**src/rtl/seq_divider_pkg.sv**
```systemverilog
// Shared definitions for the sequential signed divider: FSM state
// encoding, default operand width and a conditional-negate helper.
package seq_divider_pkg;

    localparam int DEF_N = 4;

    typedef enum logic [1:0] {
        IDLE = 2'd0,
        PREP = 2'd1,
        ITER = 2'd2,
        FIX  = 2'd3
    } state_t;

    // Two's-complement negate when neg is set. Callers zero-extend their
    // operand into 64 bits and cast the result back to their own width,
    // so the low bits hold the correctly wrapped negation (|-8| = 8 in 4
    // bits when read back as unsigned). With neg = sign bit this is abs().
    function automatic logic [63:0] cond_neg(input logic [63:0] v, input logic neg);
        return neg ? (~v + 64'd1) : v;
    endfunction

endpackage

```
**src/rtl/seq_divider_div_step.sv**
```systemverilog
// One restoring-division step: shift {R, Q} left by one, and subtract the
// divisor magnitude from R when it fits, shifting the outcome into Q[0].
module div_step
    import seq_divider_pkg::*;
#(
    parameter int N = DEF_N
) (
    input  logic [N:0]   r,
    input  logic [N-1:0] q,
    input  logic [N-1:0] d,
    output logic [N:0]   r_next,
    output logic [N-1:0] q_next
);

    logic [N+1:0] sh;
    logic [N+1:0] d_ext;
    logic         ge;

    // Shift, compare, conditional subtract.
    always_comb begin
        sh     = {r, q[N-1]};
        d_ext  = {2'b00, d};
        ge     = (sh >= d_ext);
        r_next = (N+1)'(ge ? (sh - d_ext) : sh);
        q_next = {q[N-2:0], ge};
    end

endmodule

```
**src/rtl/seq_divider.sv**
```systemverilog
// Sequential signed divider: 2N-bit dividend / N-bit divisor giving an
// N-bit quotient (truncated toward zero) and N-bit remainder after a fixed
// N+2 cycle latency, with start/busy/done handshake and ovf/dbz flags.
module seq_divider
    import seq_divider_pkg::*;
#(
    parameter int N = DEF_N
) (
    input  logic           clk,
    input  logic           rst_n,
    input  logic           start,
    input  logic [2*N-1:0] dividend,
    input  logic [N-1:0]   divisor,
    output logic [N-1:0]   quotient,
    output logic [N-1:0]   remainder,
    output logic           busy,
    output logic           done,
    output logic           ovf,
    output logic           dbz
);

    localparam int DW = 2 * N;
    localparam int CW = $clog2(N + 1);
    localparam logic [CW-1:0] LAST    = CW'(N - 1);
    localparam logic [N-1:0]  HALF    = {1'b1, {(N-1){1'b0}}};
    localparam logic [N-1:0]  HALF_M1 = {1'b0, {(N-1){1'b1}}};

    state_t         state;
    logic [CW-1:0]  cnt;

    // Operands captured at the start edge; intermediate datapath state.
    logic [DW-1:0]  dvd_c;
    logic [N-1:0]   dvs_c;
    logic           sign_q;
    logic           sign_r;
    logic [N-1:0]   mag_dvs;
    logic [N:0]     r;
    logic [N-1:0]   q;
    logic           dbz_i;
    logic           pre_ovf;

    logic [DW-1:0]  mag_dvd_c;
    logic [N-1:0]   mag_dvs_c;
    logic [N:0]     r_nx;
    logic [N-1:0]   q_nx;
    logic [N-1:0]   q_signed;
    logic [N-1:0]   r_signed;
    logic           q_big;
    logic           ovf_c;

    div_step #(.N(N)) u_step (
        .r      (r),
        .q      (q),
        .d      (mag_dvs),
        .r_next (r_nx),
        .q_next (q_nx)
    );

    // Operand magnitudes for PREP and sign/overflow fix-up for FIX.
    always_comb begin
        mag_dvd_c = DW'(cond_neg(64'(dvd_c), dvd_c[DW-1]));
        mag_dvs_c = N'(cond_neg(64'(dvs_c), dvs_c[N-1]));
        q_signed  = N'(cond_neg(64'(q), sign_q));
        r_signed  = N'(cond_neg(64'(r[N-1:0]), sign_r));
        // A negative result may reach -2^(N-1); a positive one only 2^(N-1)-1.
        q_big     = sign_q ? (q > HALF) : (q > HALF_M1);
        ovf_c     = !dbz_i && (pre_ovf || q_big);
    end

    // Datapath registers: capture, magnitude load and iteration; no reset needed.
    always_ff @(posedge clk) begin
        case (state)
            IDLE: begin
                if (start) begin
                    dvd_c  <= dividend;
                    dvs_c  <= divisor;
                    sign_q <= dividend[DW-1] ^ divisor[N-1];
                    sign_r <= dividend[DW-1];
                end
            end
            PREP: begin
                mag_dvs <= mag_dvs_c;
                dbz_i   <= (dvs_c == '0);
                // Upper half already >= divisor means the quotient cannot fit.
                pre_ovf <= (mag_dvd_c[DW-1:N] >= mag_dvs_c);
                r       <= {1'b0, mag_dvd_c[DW-1:N]};
                q       <= mag_dvd_c[N-1:0];
            end
            ITER: begin
                r <= r_nx;
                q <= q_nx;
            end
            default: ;
        endcase
    end

    // Control FSM with registered handshake and result outputs.
    always_ff @(posedge clk or negedge rst_n) begin
        if (!rst_n) begin
            state     <= IDLE;
            cnt       <= '0;
            busy      <= 1'b0;
            done      <= 1'b0;
            ovf       <= 1'b0;
            dbz       <= 1'b0;
            quotient  <= '0;
            remainder <= '0;
        end else begin
            done <= 1'b0;
            case (state)
                IDLE: begin
                    if (start) begin
                        state <= PREP;
                        busy  <= 1'b1;
                    end
                end
                PREP: begin
                    state <= ITER;
                    cnt   <= '0;
                end
                ITER: begin
                    cnt <= cnt + CW'(1);
                    if (cnt == LAST) begin
                        state <= FIX;
                    end
                end
                FIX: begin
                    state     <= IDLE;
                    busy      <= 1'b0;
                    done      <= 1'b1;
                    dbz       <= dbz_i;
                    ovf       <= ovf_c;
                    quotient  <= (dbz_i || ovf_c) ? '0 : q_signed;
                    remainder <= (dbz_i || ovf_c) ? '0 : r_signed;
                end
                default: state <= IDLE;
            endcase
        end
    end

endmodule
```
**config.mk**
```make
export PLATFORM = sky130hd
export DESIGN_NAME = seq_divider
export DESIGN_NICKNAME = d
export VERILOG_FILES = /design/src/rtl/seq_divider_pkg.sv /design/src/rtl/seq_divider_div_step.sv /design/src/rtl/seq_divider.sv
export SDC_FILE = /design/constraint.sdc
export NUM_CORES = 1
export LEC_CHECK = 0
export ABC_CLOCK_PERIOD_IN_PS = 2500
export BUFFER_PORTS_ARGS = -buffer_cell sky130_fd_sc_hd__buf_2
export CAP_MARGIN = 20
export CORE_MARGIN = 2
export CORE_UTILIZATION = 35
export CTS_CLUSTER_SIZE = 40
export DETAILED_ROUTE_END_ITERATION = 10
export HOLD_SLACK_MARGIN = 0.1
export PLACE_DENSITY = 0.51
export SYNTH_ARGS = -nofsm -noshare
export SYNTH_HDL_FRONTEND = slang
export SYNTH_SLANG_ARGS = --single-unit
```
**constraint.sdc**
```tcl
create_clock -name clk -period 2.5 [get_ports clk]
set_clock_uncertainty 0.15 [all_clocks]
set_input_delay 0.5 -clock clk [delete_from_list [all_inputs] [get_ports clk]]
set_output_delay 0.5 -clock clk [all_outputs]
set_load 0.02 [all_outputs]
```
# Word-level counts from Yosys, hierarchy flattened
# Cells that the tools add are included.
# word_totals
regBits	46
latchBits	0
mem_bits_rw	0
rom_bits	0
inputBits	15
output_inout_bits	12
word_cells	66
n_memories	0
# classes
n_addsub	6
n_mul	0
div	0
n_lt_le_gt_ge	4
n_eq_ne	6
n_shift	0
muxes	17
bitwise_logic	5
n_reduce_logical	11
# op_table
operator	count
4-bit two-way mux	5
4-bit by 1-bit adder with 4-bit output, second input constant	3
4-bit inverter	3
5-bit one-hot mux with 2 select lines	1
8-bit by 1-bit adder with 8-bit output, second input constant	1
8-bit two-way mux	1
8-bit inverter	1
2-bit one-hot mux with 4 select lines	1
4-bit one-hot mux with 2 select lines	1
6-bit by 4-bit >= comparator with 1-bit output	1
3-bit one-hot mux with 2 select lines	1
2-bit AND reduction	3
5-bit two-way mux	1
5-bit by 4-bit subtractor with 5-bit output	1
2-bit == test, second input constant	2
4-bit >= comparator	1
4-bit by 3-bit > comparator with 1-bit output, second input constant	1
4-bit > comparator, second input constant	1
4-bit logical NOT	1
2-bit two-way mux	2
2-bit inequality test, second input constant	2
2-bit nonzero test	2
3-bit by 1-bit adder with 3-bit output, second input constant	1
3-bit by 2-bit == test with 1-bit output, second input constant	1
8 further kinds	11

# Logic depth before layout (Yosys ltp)
# Gate-level depths: netlist of run 1.
# logic_depth
ltp_word	6
ltp_mapped	10
depth_no_buf	10

# Hierarchy
# From an unflattened synthesis of run 1, not the netlist that was laid out.
# hier_totals
hier_cells	214
hier_area_um2	2418.6
# by_module_without_submodules
mod	instances	cells_per_inst	area_per_inst_um2	seq_area_each_um2
seq_divider	1	181	2154.6	1266.2
div_step	1	33	264.0	0.0

# Worst setup path after synthesis of run 1
# No wires, ideal clock.
# synth_timing
path_kind	register to register
start	reg dvd_c[1]
end	reg pre_ovf (data pin)
setup_time_ns	0.254
arrival_ns	1.882
t_required_ns	2.096
path_slack_ns	0.215
stages_incl_launch_ff	8
n_path_buf	0
synth_period_minus_slack_ns	2.285
path_cell_list	edfxtp_1 > or3_1 > o31ai_2 > xnor2_1 > ha_1 > a21o_1 > a21o_1 > a21o_1
# synth_via
elab_chain_cells	4
# synth_lines
element	line	source
from (decl)	seq_divider.sv:32	logic [DW-1:0] dvd_c;
from (signal assigned)	seq_divider.sv:75	dvd_c <= dividend;
8-bit inverter	seq_divider_pkg.sv:19	return neg ? (~v + 64'd1) : v;
8-bit by 1-bit adder with 8-bit output	seq_divider_pkg.sv:19	
8-bit two-way mux	seq_divider_pkg.sv:19	
4-bit >= comparator	seq_divider.sv:85	pre_ovf <= (mag_dvd_c[DW-1:N] >= mag_dvs_c);
to (signal assigned)	seq_divider.sv:85	
to (decl)	seq_divider.sv:40	logic pre_ovf;
# No other way between the ends.
# A chain may end at the register's enable or synchronous reset.

# Worst setup path in the final report of run 1
# layout_timing
start	reg dvd_c[2]
end	reg pre_ovf (data pin)
# The elaborated chain is that of the path after synthesis.

==> qor.txt, run 1 <==
CTS clock-pin slew for the worst setup and hold paths -> 0.08 ns
First-pass GRT wire length -> 6950 um
# setup viols final -> 0
RR Endpoint -> pre_ovf
1st-iter DRT viols -> 51
Root Buffer -> clkbuf_8
Hold Startpoint -> dividend[2]
Startpoint type of the worst setup path -> flip-flop
Gp weighted congestion -> 0.772
Seq cells post-synth -> 45
Finished Layout Cells -> 318
Area post-placement -> 2590 um2
Hold Crit Class -> primary input to flip-flop
Status -> complete, no violations
Area share of the largest cell type after synthesis -> 36.1%
Sequential area share after synthesis -> 54.3%
Netlist cell types -> 43
Hold Crit Depth -> 1
Total Wirelength -> 4110 um
Via density -> 4.76
Largest cells by area after synthesis -> edfxtp_1 (36%), dfrtp_1 (18%), ha_1 (9.7%)
Worst reg-to-reg path cell count -> 7
CTS H-tree lvls -> 2
Post-synth EDFFs -> 28
Gate Count Post-Synth -> 201
Final hold vios -> 0
Residual DRC count -> 0
Ys Warns -> 0
Synth-to-Final Area Change -> 17.2%
Ys async rst share -> 37.8%
Placed Cells -> 306
Starting density of the core -> 36.5%
Routed wire length per instance -> 12.9 um
Relative slew slack -> 60.6%
Chip width -> 85.6 um
Count leader, synth -> inv_1
Max Slew Vio Count -> 0
Vias in the first global route -> 1445
Post-route cell area -> 2730 um2
Final ANT Viol Nets -> 0
Largest net degree at the start of global routing -> 18
Nets -> 274
Initial antenna violation count -> 0
Total GRT Usage -> 12.3%
Worst slew pin tran -> 0.592 ns
Critical Path RT -> 2.40 ns
Share of layout cells above drive strength 1 -> 21.6%
Worst-Skew Late Latency -> 0.29 ns
Max Clk Rate -> 420 MHz
WHS Endpoint -> dvd_c[2]
Kind of critical path -> flip-flop to flip-flop
Port buffer count -> 26
Antenna cells -> 0
Setup TNS -> 0 ns
Num ports -> 27
Overall power -> 3420 uW
Vias post-DR -> 1515
DP HPWL -> 3180 um
Gr ovfl total -> 0
Leakage -> 0.00120 uW
Period utilisation layout -> 95.2%
Most used DFF post-synth -> edfxtp_1
Largest fanout on the critical path -> 4
Netlist Area Pre-Place -> 2330 um2
Die height -> 85.6 um
Clock Tree Buf Depth -> 2
Avg Inst Size Synth -> 11.6 um2
Worst Setup SP -> dvd_c[2]
P per Cell Area -> 1250 nW/um2
R2R setup slack -> 0.12 ns
Worst vdd ir -> 0.000498 V
Die footprint -> 7330 um2
First drt pass iteration count -> 4
Launching point of the worst reg2reg path -> dvd_c[2]
Placeable Area -> 6390 um2
Critical Path Sink Type -> flip-flop
Crit path time final -> 2.38 ns
Syn_nets -> 235
CTS buffer count -> 5
CTS tree -> built
Number of max-cap violations -> 0
Rows -> 29
Post-synth top area cell -> edfxtp_1
CTS Sinks -> 45
Synth cell count leaders -> inv_1 (30), edfxtp_1 (28), ha_1 (18)
Worst EP arrival -> 2.28 ns
[stage by stage]
step	hold WS, ns	setup slack, ns	utilization [%]
floorplan	0.0544	0.215	-
global placement	0.299	0.124	40.6
detailed placement	0.299	0.0566	40.6
CTS	0.214	0.0510	42.4
global route	0.211	-0.0444	42.8
finish	0.225	0.120	42.8
[area by class of cell]
type                    count  area (um2)
clock inverters             1        8.76
flip-flops and latches     45        1270
clock buffers               7        96.3
multi-input cells         121         937
fillers                   628        3650
repair buffers             37         215
inverters                  30         113
well taps                  77        96.3
[repair_timing]
item,in CTS,in global routing
hold buffers,1,0
endpoints found under the setup margin,0,1
endpoints found under the hold margin,17,0
resized for setup,0,2
setup buffers,0,3
[flip-flops by register name (all words and copies together), names as in the netlist, 3 cells and up]
signal     cells
q              4
quotient       4
r              5
dvs_c          4
mag_dvs        4
cnt            3
dvd_c          8
remainder      4
[cell usage in the layout (no fill, tap or decap), types with 3 or more instances in the layout]
cell type  netlist  routed
buf_4            0      10
nand3b_1         3       3
inv_1           30      30
nand2b_1         5       5
nor2b_1          4       4
xor2_1           7       7
edfxtp_1        28      28
o22ai_1          8       8
clkbuf_8         0       7
a21o_1           3       3
xnor2_1          6       6
buf_2            1      26
mux2i_1          3       3
a21oi_1          5       5
dfrtp_1         17      17
mux2_2           3       3
ha_1            18      18
nor2_1           5       5
o21ai_0         11      10
nand2_1         13      13
[power by group]
part	internal [uW]	switching, uW
clock	255	243
sequential	1170	196
combinational	673	883
[metal layers]
layer	vias up	global-route usage [%]	routed length, um
met5	-	0	0
met4	0	4.33	41
met3	4	3.27	127
met2	23	18.6	1880
met1	698	17.0	2060
li1	790	-	-
[cells by family (layout without fill, tap and decap cells)]
group                      after synthesis  count (layout)  share of synthesized area [%]
AOI/OAI and AO/OA                       40              40                           11.7
xor gates and xnor gates                13              13                           4.88
muxes                                    6               6                           2.74
and+or+nand+nor                         43              43                           10.1
DFF                                     45              45                           54.3
adders and majority gates               19              19                           10.5
buffers and inverters                   35              75                           5.69
[worst max-delay path by stage]
stage	slack [ns]	cells after the start	to
after floorplan	0.21	7	pre_ovf
after global placement	0.12	10	pre_ovf
after detailed placement	0.06	10	pre_ovf
after CTS	0.05	10	pre_ovf
after global routing	-0.04	10	pre_ovf
final	0.12	7	pre_ovf
[worst max-delay path: stages (launching register included)]
cell	delay [ns]
edfxtp_1	0.44
or3_4	0.41
o31ai_2	0.21
xnor2_1	0.18
ha_1	0.27
a21o_1	0.15
a21o_1	0.16
a21o_1	0.16
Note: power is estimated with default switching activity, not from simulation.
==> inputs of run 2 (changes only) <==
--- a/config.mk
+++ b/config.mk
@@ -13,7 +13,6 @@
 export CTS_CLUSTER_SIZE = 40
 export DETAILED_ROUTE_END_ITERATION = 10
 export HOLD_SLACK_MARGIN = 0.1
-export PLACE_DENSITY = 0.51
 export SYNTH_ARGS = -nofsm -noshare
 export SYNTH_HDL_FRONTEND = slang
 export SYNTH_SLANG_ARGS = --single-unit
==> run 2 against run 1 <==
  * Clock power down 6.0%
  * Power shrank 1.3%
  * Count of clock-buffer cells in the layout unchanged
  * Critical endpoint unchanged
==> qor.txt, run 2 (same netlist as run 1, synthesis figures left out) <==
Status -> complete, no violations (unchanged)
Largest fanout on the critical path -> 3 (was 4)
Crit path max-delay cell type -> edfxtp_1 (unchanged)
Worst slew pin tran -> 0.591 ns (was 0.592 ns)
P per Cell Area -> 1240 nW/um2 (was 1250 nW/um2)
Vias in the first global route -> 1468 (was 1445)
Finished Layout Cells -> 317 (was 318)
Launching point of the worst reg2reg path -> dvd_c[0] (was dvd_c[2])
Nets -> 273 (was 274)
Residual DRC count -> 0 (unchanged)
CTS tree -> built (unchanged)
Synth-to-Final Area Change -> 16.5% (was 17.2%)
Via density -> 4.84 (was 4.76)
DP HPWL -> 3190 um (was 3180 um)
Period utilisation layout -> 94.0% (was 95.2%)
Regs by FF count -> dvd_c: 8 flops, r: 5 flops (unchanged)
Total GRT Usage -> 12.4% (was 12.3%)
CTS clock-pin slew for the worst setup and hold paths -> 0.08 ns (about the same)
First-pass GRT wire length -> 7020 um (was 6950 um)
Die height -> 85.6 um (unchanged)
Root Buffer -> clkbuf_8 (unchanged)
Critical Path Sink Type -> flip-flop (unchanged)
Most common cell after layout, fill and taps aside -> inv_1 (unchanged)
CP most frequent cell -> a21o_1 (unchanged)
Most flop-heavy register -> dvd_c (unchanged)
Vias post-DR -> 1535 (was 1515)
Worst Setup SP -> dvd_c[0] (was dvd_c[2])
CTS buffer count -> 5 (unchanged)
Kind of critical path -> flip-flop to flip-flop (unchanged)
CP bufs+invs -> 1 (was 0)
Final hold vios -> 0 (unchanged)
Placeable Area -> 6390 um2 (unchanged)
Setup TNS -> 0 ns (unchanged)
FILL cells -> 638 (was 628)
Hold Crit Class -> primary input to flip-flop (unchanged)
Initial antenna violation count -> 0 (unchanged)
Num ports -> 27 (unchanged)
Largest net degree at the start of global routing -> 18 (unchanged)
Placed Cells -> 306 (unchanged)
Crit path time final -> 2.35 ns (was 2.38 ns)
Clock Tree Buf Depth -> 2 (unchanged)
Max Slew Vio Count -> 0 (unchanged)
Critical-path cell list -> inv_1, ha_1, nand2b_1, o21ai_2, xor2_1, ha_1, nand2b_1, a21o_1, a21o_1, a21o_1 (was or3_4, o31ai_2, xnor2_1, ha_1, a21o_1, a21o_1, a21o_1)
Die footprint -> 7330 um2 (unchanged)
Startpoint type of the worst setup path -> flip-flop (unchanged)
Worst vdd ir -> 0.000562 V (was 0.000498 V)
Final ANT Viol Nets -> 0 (unchanged)
First drt pass iteration count -> 4 (unchanged)
Share of layout cells above drive strength 1 -> 21.3% (was 21.6%)
Routed wire length per instance -> 12.9 um (about the same)
Port buffer count -> 26 (unchanged)
Total Wirelength -> 4080 um (was 4110 um)
Critical Path RT -> 2.41 ns (was 2.40 ns)
Max Clk Rate -> 426 MHz (was 420 MHz)
Starting density of the core -> 36.5% (unchanged)
Most frequent cells in the layout -> inv_1 (30), edfxtp_1 (28), buf_2 (26) (unchanged)
CP delay by family, top -> compound AO/OA/AOI/OAI gates (unchanged)
Slowest stage delay, CP -> 0.41 ns (was 0.44 ns)
Gp weighted congestion -> 0.857 (was 0.772)
RSZ-0062 raised after global routing -> false
Chip width -> 85.6 um (unchanged)
Leakage -> 0.00119 uW (was 0.00120 uW)
Antenna cells -> 0 (unchanged)
Worst-Skew Late Latency -> 0.30 ns (was 0.29 ns)
Number of max-cap violations -> 0 (unchanged)
Worst EP arrival -> 2.26 ns (was 2.28 ns)
Hold Startpoint -> dividend[2] (unchanged)
CTS Sinks -> 45 (unchanged)
Number of flip-flops under the largest register name -> 8 (unchanged)
CTS H-tree lvls -> 2 (unchanged)
Rows -> 29 (unchanged)
# setup viols final -> 0 (unchanged)
Relative slew slack -> 60.6% (about the same)
1st-iter DRT viols -> 73 (was 51)
Gr ovfl total -> 0 (unchanged)
[run 2: layer usage]
layer,up-vias,global-route usage [%],share of wire [%]
met5,-,0,0
met4,0,4.76,1.9
met2,37,19.2,46
li1,786,-,-
met1,707,16.7,47
met3,5,3.46,4.2
[run 2: stage by stage]
stage	power [uW]	hold WS (ns)	utilization [%]	cell area, um2	setup WS, ns
5_1_grt	3680	0.207	42.5	2720	0.0133
4_1_cts	3410	0.210	42.2	2690	0.0368
3_5_place_dp	2930	0.294	40.6	2590	0.0516
6_report	3380	0.221	42.5	2720	0.151
2_1_floorplan	2440	0.0544	-	2330	0.215
3_3_place_gp	2910	0.291	40.6	2590	0.143
[run 2: power breakdown]
part / leakage, uW / internal [uW] / switching [uW]
Sequential: 0.000489 / 1170 / 196
Combinational: 0.000657 / 666 / 877
Clock: 0.0000488 / 226 / 242
Total: 0.00119 / 2060 / 1320
[run 2: final timing paths]
check	to	slack (ns)	cells past startpoint
min in group asynchronous	remainder[1]	0.50	2
min reg2reg	busy	0.36	2
max in group asynchronous	remainder[2]	1.43	2
min	dvd_c[2]	0.22	1
max	pre_ovf	0.15	10
max reg2reg	pre_ovf	0.15	10
[run 2: worst reg2reg max path, delay by kind of cell, from the launching register on]
| kind | cells | cell delay [ns] |
|---|---|---|
| AO/OA/AOI/OAI | 4 | 0.62 |
| adder cells (fa/ha/maj) | 2 | 0.41 |
| flip-flops | 1 | 0.41 |
| AND/OR/NAND/NOR | 2 | 0.24 |
| XOR/XNOR | 1 | 0.20 |
| buffers and inverters | 1 | 0.07 |
[run 2: layout make-up]
cell class / count / area [um2] / share of cell area, %
repair buffers: 36 / 208 / 7.65
well taps: 77 / 96.3 / 3.55
clock inverters: 1 / 6.26 / 0.230
flip-flops and latches: 45 / 1270 / 46.6
clock buffers: 7 / 86.3 / 3.18
inverters: 30 / 113 / 4.15
multi-input cells: 121 / 941 / 34.6
[run 2: what timing repair did]
action,in CTS,in global routing
endpoints found under the setup margin,0,1
gates resized for setup,0,3
hold endpoints to repair,17,0
setup buffers,0,2
hold buffers,1,0
